===== src/rtl/wb_pkg.sv =====
// Shared encodings for the writeback stage: result select, load codes, FSM states.
package wb_pkg;

  // Result source select
  localparam logic [1:0] WB_ALU  = 2'b00;
  localparam logic [1:0] WB_LOAD = 2'b01;
  localparam logic [1:0] WB_PC4  = 2'b10;
  localparam logic [1:0] WB_IMM  = 2'b11;

  // Load width/sign codes
  localparam logic [2:0] F3_LB  = 3'b000;
  localparam logic [2:0] F3_LH  = 3'b001;
  localparam logic [2:0] F3_LW  = 3'b010;
  localparam logic [2:0] F3_LBU = 3'b100;
  localparam logic [2:0] F3_LHU = 3'b101;

  // Holding register occupancy
  typedef enum logic {
    ST_EMPTY = 1'b0,
    ST_FULL  = 1'b1
  } wb_state_e;

endpackage


===== src/rtl/load_extend.sv =====
// Combinational load data alignment/extension and misalignment detection.
module load_extend
  import wb_pkg::*;
(
  input  logic [2:0]  funct3_i,
  input  logic [1:0]  addr_lo_i,
  input  logic [31:0] word_i,
  output logic [31:0] data_o,
  output logic        misalign_o
);

  logic [7:0]  byte_sel;
  logic [15:0] half_sel;

  // Pick the addressed byte and half, then extend according to funct3
  always_comb begin
    byte_sel   = word_i[7:0];
    half_sel   = addr_lo_i[1] ? word_i[31:16] : word_i[15:0];
    data_o     = 32'h0;
    misalign_o = 1'b0;
    case (addr_lo_i)
      2'd0: byte_sel = word_i[7:0];
      2'd1: byte_sel = word_i[15:8];
      2'd2: byte_sel = word_i[23:16];
      2'd3: byte_sel = word_i[31:24];
      default: byte_sel = word_i[7:0];
    endcase
    case (funct3_i)
      F3_LB:  data_o = {{24{byte_sel[7]}}, byte_sel};
      F3_LBU: data_o = {24'h0, byte_sel};
      F3_LH: begin
        data_o     = {{16{half_sel[15]}}, half_sel};
        misalign_o = addr_lo_i[0];
      end
      F3_LHU: begin
        data_o     = {16'h0, half_sel};
        misalign_o = addr_lo_i[0];
      end
      F3_LW: begin
        data_o     = word_i;
        misalign_o = (addr_lo_i != 2'd0);
      end
      default: data_o = 32'h0;
    endcase
  end

endmodule


===== src/rtl/writeback_unit.sv =====
// Single-entry writeback holding register: result mux, RF write, bypass, retire count.
module writeback_unit
  import wb_pkg::*;
(
  input  logic        clk,
  input  logic        rst_n,
  input  logic        mem_valid,
  output logic        mem_ready,
  input  logic        mem_reg_write,
  input  logic [4:0]  mem_rd,
  input  logic [1:0]  mem_wb_sel,
  input  logic [2:0]  mem_funct3,
  input  logic [1:0]  mem_addr_lo,
  input  logic [31:0] mem_alu_result,
  input  logic [31:0] mem_load_word,
  input  logic [31:0] mem_pc_plus4,
  input  logic [31:0] mem_imm,
  input  logic        wb_stall,
  output logic        RegWrite,
  output logic [4:0]  Rd,
  output logic [31:0] Write_data,
  output logic        fwd_valid,
  output logic [4:0]  fwd_rd,
  output logic [31:0] fwd_data,
  output logic        retire,
  output logic        misalign_err,
  output logic [63:0] instret
);

  wb_state_e   state_q, state_d;
  logic        regw_q;
  logic        mis_q;
  logic [4:0]  rd_q;
  logic [31:0] data_q;
  logic [63:0] instret_q;

  logic [31:0] ld_data;
  logic        ld_mis;
  logic [31:0] result;
  logic        accept;
  logic        full;
  logic        wr_ok;

  load_extend u_ld (
    .funct3_i   (mem_funct3),
    .addr_lo_i  (mem_addr_lo),
    .word_i     (mem_load_word),
    .data_o     (ld_data),
    .misalign_o (ld_mis)
  );

  // Result source mux for the incoming instruction
  always_comb begin
    result = mem_alu_result;
    case (mem_wb_sel)
      WB_ALU:  result = mem_alu_result;
      WB_LOAD: result = ld_data;
      WB_PC4:  result = mem_pc_plus4;
      WB_IMM:  result = mem_imm;
      default: result = mem_alu_result;
    endcase
  end

  // Next-state and handshake/output control
  always_comb begin
    state_d   = state_q;
    full      = (state_q == ST_FULL);
    mem_ready = !full || !wb_stall;
    accept    = mem_valid && mem_ready;
    retire    = full && !wb_stall;
    wr_ok     = full && regw_q && (rd_q != 5'd0) && !mis_q;
    case (state_q)
      ST_EMPTY: if (accept) state_d = ST_FULL;
      ST_FULL:  if (!wb_stall) state_d = accept ? ST_FULL : ST_EMPTY;
      default:  state_d = ST_EMPTY;
    endcase
  end

  // State register
  always_ff @(posedge clk or negedge rst_n) begin
    if (!rst_n) state_q <= ST_EMPTY;
    else        state_q <= state_d;
  end

  // Holding register: captured only on accept, so contents hold across stalls
  always_ff @(posedge clk or negedge rst_n) begin
    if (!rst_n) begin
      regw_q <= 1'b0;
      mis_q  <= 1'b0;
      rd_q   <= 5'd0;
      data_q <= 32'h0;
    end else if (accept) begin
      regw_q <= mem_reg_write;
      mis_q  <= (mem_wb_sel == WB_LOAD) && ld_mis;
      rd_q   <= mem_rd;
      data_q <= result;
    end
  end

  // Retired-instruction counter, wraps naturally at 64 bits
  always_ff @(posedge clk or negedge rst_n) begin
    if (!rst_n)      instret_q <= 64'd0;
    else if (retire) instret_q <= instret_q + 64'd1;
  end

  assign RegWrite     = wr_ok && !wb_stall;
  assign fwd_valid    = wr_ok;
  assign Rd           = rd_q;
  assign Write_data   = data_q;
  assign fwd_rd       = rd_q;
  assign fwd_data     = data_q;
  assign misalign_err = retire && mis_q;
  assign instret      = instret_q;

endmodule


===== config.mk =====
export PLATFORM = sky130hd
export DESIGN_NAME = writeback_unit
export DESIGN_NICKNAME = d
export VERILOG_FILES = /design/src/rtl/wb_pkg.sv /design/src/rtl/load_extend.sv /design/src/rtl/writeback_unit.sv
export SDC_FILE = /design/constraint.sdc
export NUM_CORES = 1
export LEC_CHECK = 0
export ABC_AREA = 0
export BUFFER_PORTS_ARGS = -buffer_cell sky130_fd_sc_hd__buf_4
export CAP_MARGIN = 20
export CORE_UTILIZATION = 49
export CTS_BUF_LIST = sky130_fd_sc_hd__clkbuf_8
export DETAILED_ROUTE_END_ITERATION = 6
export PLACE_DENSITY_LB_ADDON = 0.3
export SYNTH_ARGS = -nofsm -noshare
export SYNTH_HDL_FRONTEND = slang
export SYNTH_HIERARCHICAL = 1
export SYNTH_SLANG_ARGS = --single-unit

===== constraint.sdc =====
create_clock -name clk -period 2.2 [get_ports clk]
set_input_delay 0.44 -clock clk [delete_from_list [all_inputs] [get_ports clk]]
set_output_delay 0.44 -clock clk [all_outputs]
set_load 0.02 [all_outputs]

; ---- Word level (Yosys, flattened, before mapping)
; Cells that the tools add are included.
[totals]
wordCells = 44
regBits = 104
output_inout_bits = 143
input_bits = 145
[op_classes]
bitwise_logic = 1
reduce_logical = 18
muxes = 8
n_addsub = 1
eq_ne = 10
[op_table]
columns = operator, count
row1 = one-hot mux 32 bit (5 select lines), 1
row2 = one-hot mux 32 bit (4 select lines), 1
row3 = "adder 64 x 1 -> 64 bit, second input constant", 1
row4 = one-hot mux 8 bit (4 select lines), 1
row5 = 2-to-1 mux 16 bit, 1
row6 = "== test 2 bit, second input constant", 4
row7 = logical AND 1 bit, 8
row8 = "== test 3 bit, second input constant", 2
row9 = nonzero test 5 bit, 1
row10 = "== test 2 x 1 -> 1 bit, second input constant", 2
row11 = logical NOT 2 bit, 2
row12 = one-hot mux 1 bit (2 select lines), 2
row13 = "== test 3 x 1 -> 1 bit, second input constant", 1
row14 = "== test 3 x 2 -> 1 bit, second input constant", 1
row15 = logical NOT 1 bit, 3
row16 = logical NOT 3 bit, 1
row17 = 2-to-1 mux 1 bit, 2
row18 = nonzero test 2 bit, 1
row19 = OR reduction 2 bit, 1
row20 = logical OR 1 bit, 1
row21 = NOT 1 bit, 1

; ---- Longest topological paths before layout
[logic_depth]
word_depth = 6
depth_mapped = 7
mapped_depth_nobuf = 6

; ---- Modules after synthesis
; The synthesis kept the hierarchy.
[by_module_without_submodules]
columns = module, area_each_um2, instances, cells_each, seq_area_each_um2
row1 = writeback_unit, 5693.0, 1, 458, 2602.5
row2 = load_extend, 808.3, 1, 115, 0.0

; ---- Least setup slack after synthesis
; Ideal clock, no wire load.
[synth_path]
path_type = input-to-reg
from = in mem_addr_lo[1]
to = reg data_q[16], in the netlist Write_data[16]
stages = 7
arrival_ns = 2.107
setup_time_ns = 0.125
required_time_ns = 2.075
setup_slack_ns = -0.032
cell_sequence = buf_6 mux2_4 a32oi_4 buf_6 a211oi_1 mux4_2 mux2_2
[synth_between]
elab_chain_len = 4
elab_cells_between_ends = 8
classes_between = eq/ne (3) / mux (4) / reduce/logical (1)
[synth_rtl]
columns = element, line
row1 = from (decl), writeback_unit.sv:13  ; input logic [1:0] mem_addr_lo,
row2 = "== test 2 bit, or another cell as far along", load_extend.sv:21  ; case (addr_lo_i)
row3 = one-hot mux 8 bit (4 select lines), load_extend.sv:21
row4 = one-hot mux 32 bit (5 select lines) (*), load_extend.sv:28  ; case (funct3_i)
row5 = named net ld_data[16], writeback_unit.sv:37  ; logic [31:0] ld_data;
row6 = one-hot mux 32 bit (4 select lines) (*), writeback_unit.sv:55  ; case (mem_wb_sel)
row7 = to (signal assigned), writeback_unit.sv:96  ; data_q <= result;
row8 = to (decl), writeback_unit.sv:34  ; logic [31:0] data_q;
; Mark *: on every way through the listed nets, which the timed path passes. The rest lies on a longest branch.
; A chain may end at the register's enable or synchronous reset.

; ---- Final worst setup path
[layout_path]
from = reg rd_q[0], in the netlist Rd[0]
to = out RegWrite
[layout_between]
elab_chain_len = 4
[layout_rtl]
columns = element, line
row1 = from (decl), writeback_unit.sv:33  ; logic [4:0] rd_q;
row2 = from (signal assigned), writeback_unit.sv:95  ; rd_q <= mem_rd;
row3 = nonzero test 5 bit, writeback_unit.sv:71  ; wr_ok = full && regw_q && (rd_q != 5'd0) && !mis_q;
row4 = logical AND 1 bit (2 in series), writeback_unit.sv:71
row5 = logical AND 1 bit, writeback_unit.sv:106  ; assign RegWrite = wr_ok && !wb_stall;
row6 = to (decl), writeback_unit.sv:19  ; output logic RegWrite,
; Every way passes these cells.

==> results_dict.tcl <==
set metrics [dict create \
    crit_path_max_fanout 2 \
    drt-total-wl_um 20830 \
    dieArea_mm2 0.01373 \
    grt_start_max_net_pins 43 \
    stdcell_count 1024 \
    die_h_um 117.2 \
    hold_viol 0 \
    status "finished clean" \
    finalSetupViolCount 0 \
    critPathLaunchType "flip-flop" \
    syn_inst 573 \
    ys.flop_type "dfrtp_1" \
    path_delay_family "simple AND/OR/NAND/NOR gates" \
    post_drt_wl_per_cell_um 20.34 \
    syn_area_mm2 0.006501 \
    cp.required_ns 1.76 \
    synth-async-reset-ratio 1.000 \
    fill_cells 944 \
    final_cell_area_mm2 0.009037 \
    syn_nets 719 \
    cts_buffers 9 \
    crit_path_end_kind "primary output" \
    post-route-drc-count 0 \
    finalMaxSlewViolations 0 \
    root_buffer "clkbuf_8" \
    antenna_found_initial 1 \
    dp_slack_ns -0.1516 \
    cts_tree "built" \
    place_area_mm2 0.008827 \
    synthTopCellsByArea "dfrtp_1 40%, mux4_2 11%, mux2_2 9.0%, xor2_1 5.0%, buf_4 4.6%" \
    synth_cell_types 43 \
    track_usage 0.3071 \
    synth-seq-cells 104 \
    reg2reg_slack_ns 0.20 \
    antenna_left 0 \
    critPathKind "flip-flop to primary output" \
    drive_gt1_frac 0.5417 \
    first_global_vias 5757 \
    dp_hpwl_um 16530 \
    cts_sinks 104 \
    sw_frac_of_total 0.3447 \
    setup_tns_ns 0 \
    fp-row-count 41 \
    maxCapViolCount 0 \
    htree_levels 3 \
    crit_slowest_cell "or4_4" \
    max_freq_mhz 463.0 \
    fin_util 0.7075 \
    synth_edf_count 0 \
    vias 5885 \
    overflow 0 \
    yosysWarnings 6 \
    period_needed_ns 2.160 \
    num-nets-final 993 \
    cp_cell_sequence "or4_4 -> nor2_4 -> nor4_1 -> buf_4" \
    insertion_delay_ns 0.38 \
    io_pins 288 \
    rsz0062_at_grt "no" \
    p_per_area_mw_per_mm2 593.0 \
    p_int_mw 3.512 \
    p_seq_frac 0.433 \
    grt_pass1_wl_um 31010 \
    vias_per_cell 5.747 \
    p_comb_frac 0.350 \
    die_w_um 117.2 \
    drt_iter0_markers 463 \
    synth_most_common_cell "dfrtp_1" \
    core-area_mm2 0.01277 \
    yosysSeqAreaShare 0.4003 \
    area_growth_syn_to_layout_pct 39.01 \
    synth_top_area_cell "dfrtp_1" \
    finalCritPeriodShare 0.9818 \
    initial_core_util 0.5090 \
    synth_top_cell_area_share 0.4003 \
    p_leak_nw 4.389 \
    hp-class "primary input to asynchronous set/reset pin" \
    tightest_slew_ns 0.6968 \
    clock_skew_ns 0.009535 \
    p_switching_mw 1.847 \
    drt_pass1_iterations 5 \
    ir_worst_vdd_uv 379.3 \
    dp.cells 1006 \
    critPathBufInv 1 \
    finalWeightedCongestion 0.9392 \
    clock_path_buffers 2 \
    syn_area_per_cell_um2 11.35 \
    clkSlewWorstSetupHoldPaths_ns 0.10 \
    setup_ws_ns 0.04003 \
    arrival_ns 1.72 \
    slowest_delay_ns 0.55 \
    synthTopCellsByCount "104 x dfrtp_1, 52 x mux2_2, 50 x nand2_1, 40 x buf_4, 37 x xor2_1" \
    pwr-share-clk 0.217 \
    relSlewSlack 0.5345 \
    io_buffers 287 \
]
cell families (layout without fill, tap and decap cells):
| group | Yosys count | after routing | share of synthesized area |
|---|---|---|---|
| DFF | 104 | 104 | 0.4003 |
| AOI/OAI and AO/OA | 45 | 45 | 0.04946 |
| muxes | 93 | 93 | 0.2163 |
| buffers and inverters | 78 | 356 | 0.07410 |
| other | 0 | 1 | 0 |
| xor gates and xnor gates | 63 | 63 | 0.08487 |
| and+or+nand+nor | 189 | 189 | 0.1730 |
| adders and majority gates | 1 | 1 | 0.001924 |
power by group through the flow:
stage	logic, mW	registers [mW]	clock network, mW
2_1_floorplan	0.867	2.52	0
3_3_place_gp	1.84	2.34	0
3_5_place_dp	1.87	2.35	0
4_1_cts	1.88	2.32	1.19
5_1_grt	1.97	2.34	1.24
6_report	1.88	2.32	1.16
cell type report:
type / count / area (um2) / area share
tap: 172 / 215.2 / 0.02381
clock inverter: 4 / 30.03 / 0.003323
multi-input combinational: 391 / 3430 / 0.3795
sequential: 104 / 2603 / 0.2880
antenna: 1 / 2.502 / 0.0002769
inverter: 11 / 41.29 / 0.004569
clock buffer: 11 / 151.4 / 0.01675
timing repair buffer: 330 / 2565 / 0.2838
state kept, by name, indices dropped and copies added, names as in the netlist:
register	cells
instret	64
Write_data	32
Rd	5
full	1
mis_q	1
regw_q	1
timing repair:
action / in CTS / in global routing
setup buffers: 1 / 1
hold buffers: 0 / 0
resized for setup: 3 / 0
endpoints found under the setup margin: 2 / 2
through the flow:
step                hold WS (ns)  total power [mW]
finish                   0.03331             5.359
detailed placement        0.4627             4.219
global route             0.06517             5.557
global placement          0.4501             4.187
CTS                      0.04100             5.382
floorplan                 0.1444             3.388
placed cells by master, fill, tap and decap left out, drive strengths merged, types with 2 or more instances in the layout:
master    n
nor3     15
nand2b    4
and4      2
nand4b    3
nand4    27
nand3    21
and3      5
clkinv    3
mux2i     7
mux4     32
xor2     37
a22oi     9
buf     330
nor4     22
clkbuf   11
xnor2    26
nor2b     2
inv      11
and2      2
or3       4
mux2     54
nand2    50
or2       2
dfrtp   104
a211oi   16
nor2     26
nor3b     2
o21ai    17
metal layers:
layer | GRT usage | up-vias | routed length, um
met5 | 0 | - | 0
met4 | 0.1468 | 0 | 803
met2 | 0.5227 | 333 | 10530
met3 | 0.04634 | 56 | 1414
met1 | 0.3837 | 2885 | 8083
li1 | - | 2611 | -
final timing paths:
kind / startpoint / to / cells past startpoint
max reg2reg: instret[8] / instret[63] / 7
min: rst_n / Rd[3] / 1
min reg2reg: instret[63] / instret[63] / 1
min in group clk: mem_valid / full / 2
max: Rd[0] / RegWrite / 4
max in group asynchronous: rst_n / instret[19] / 2
No activity file was read; power rests on OpenSTA's default activity.
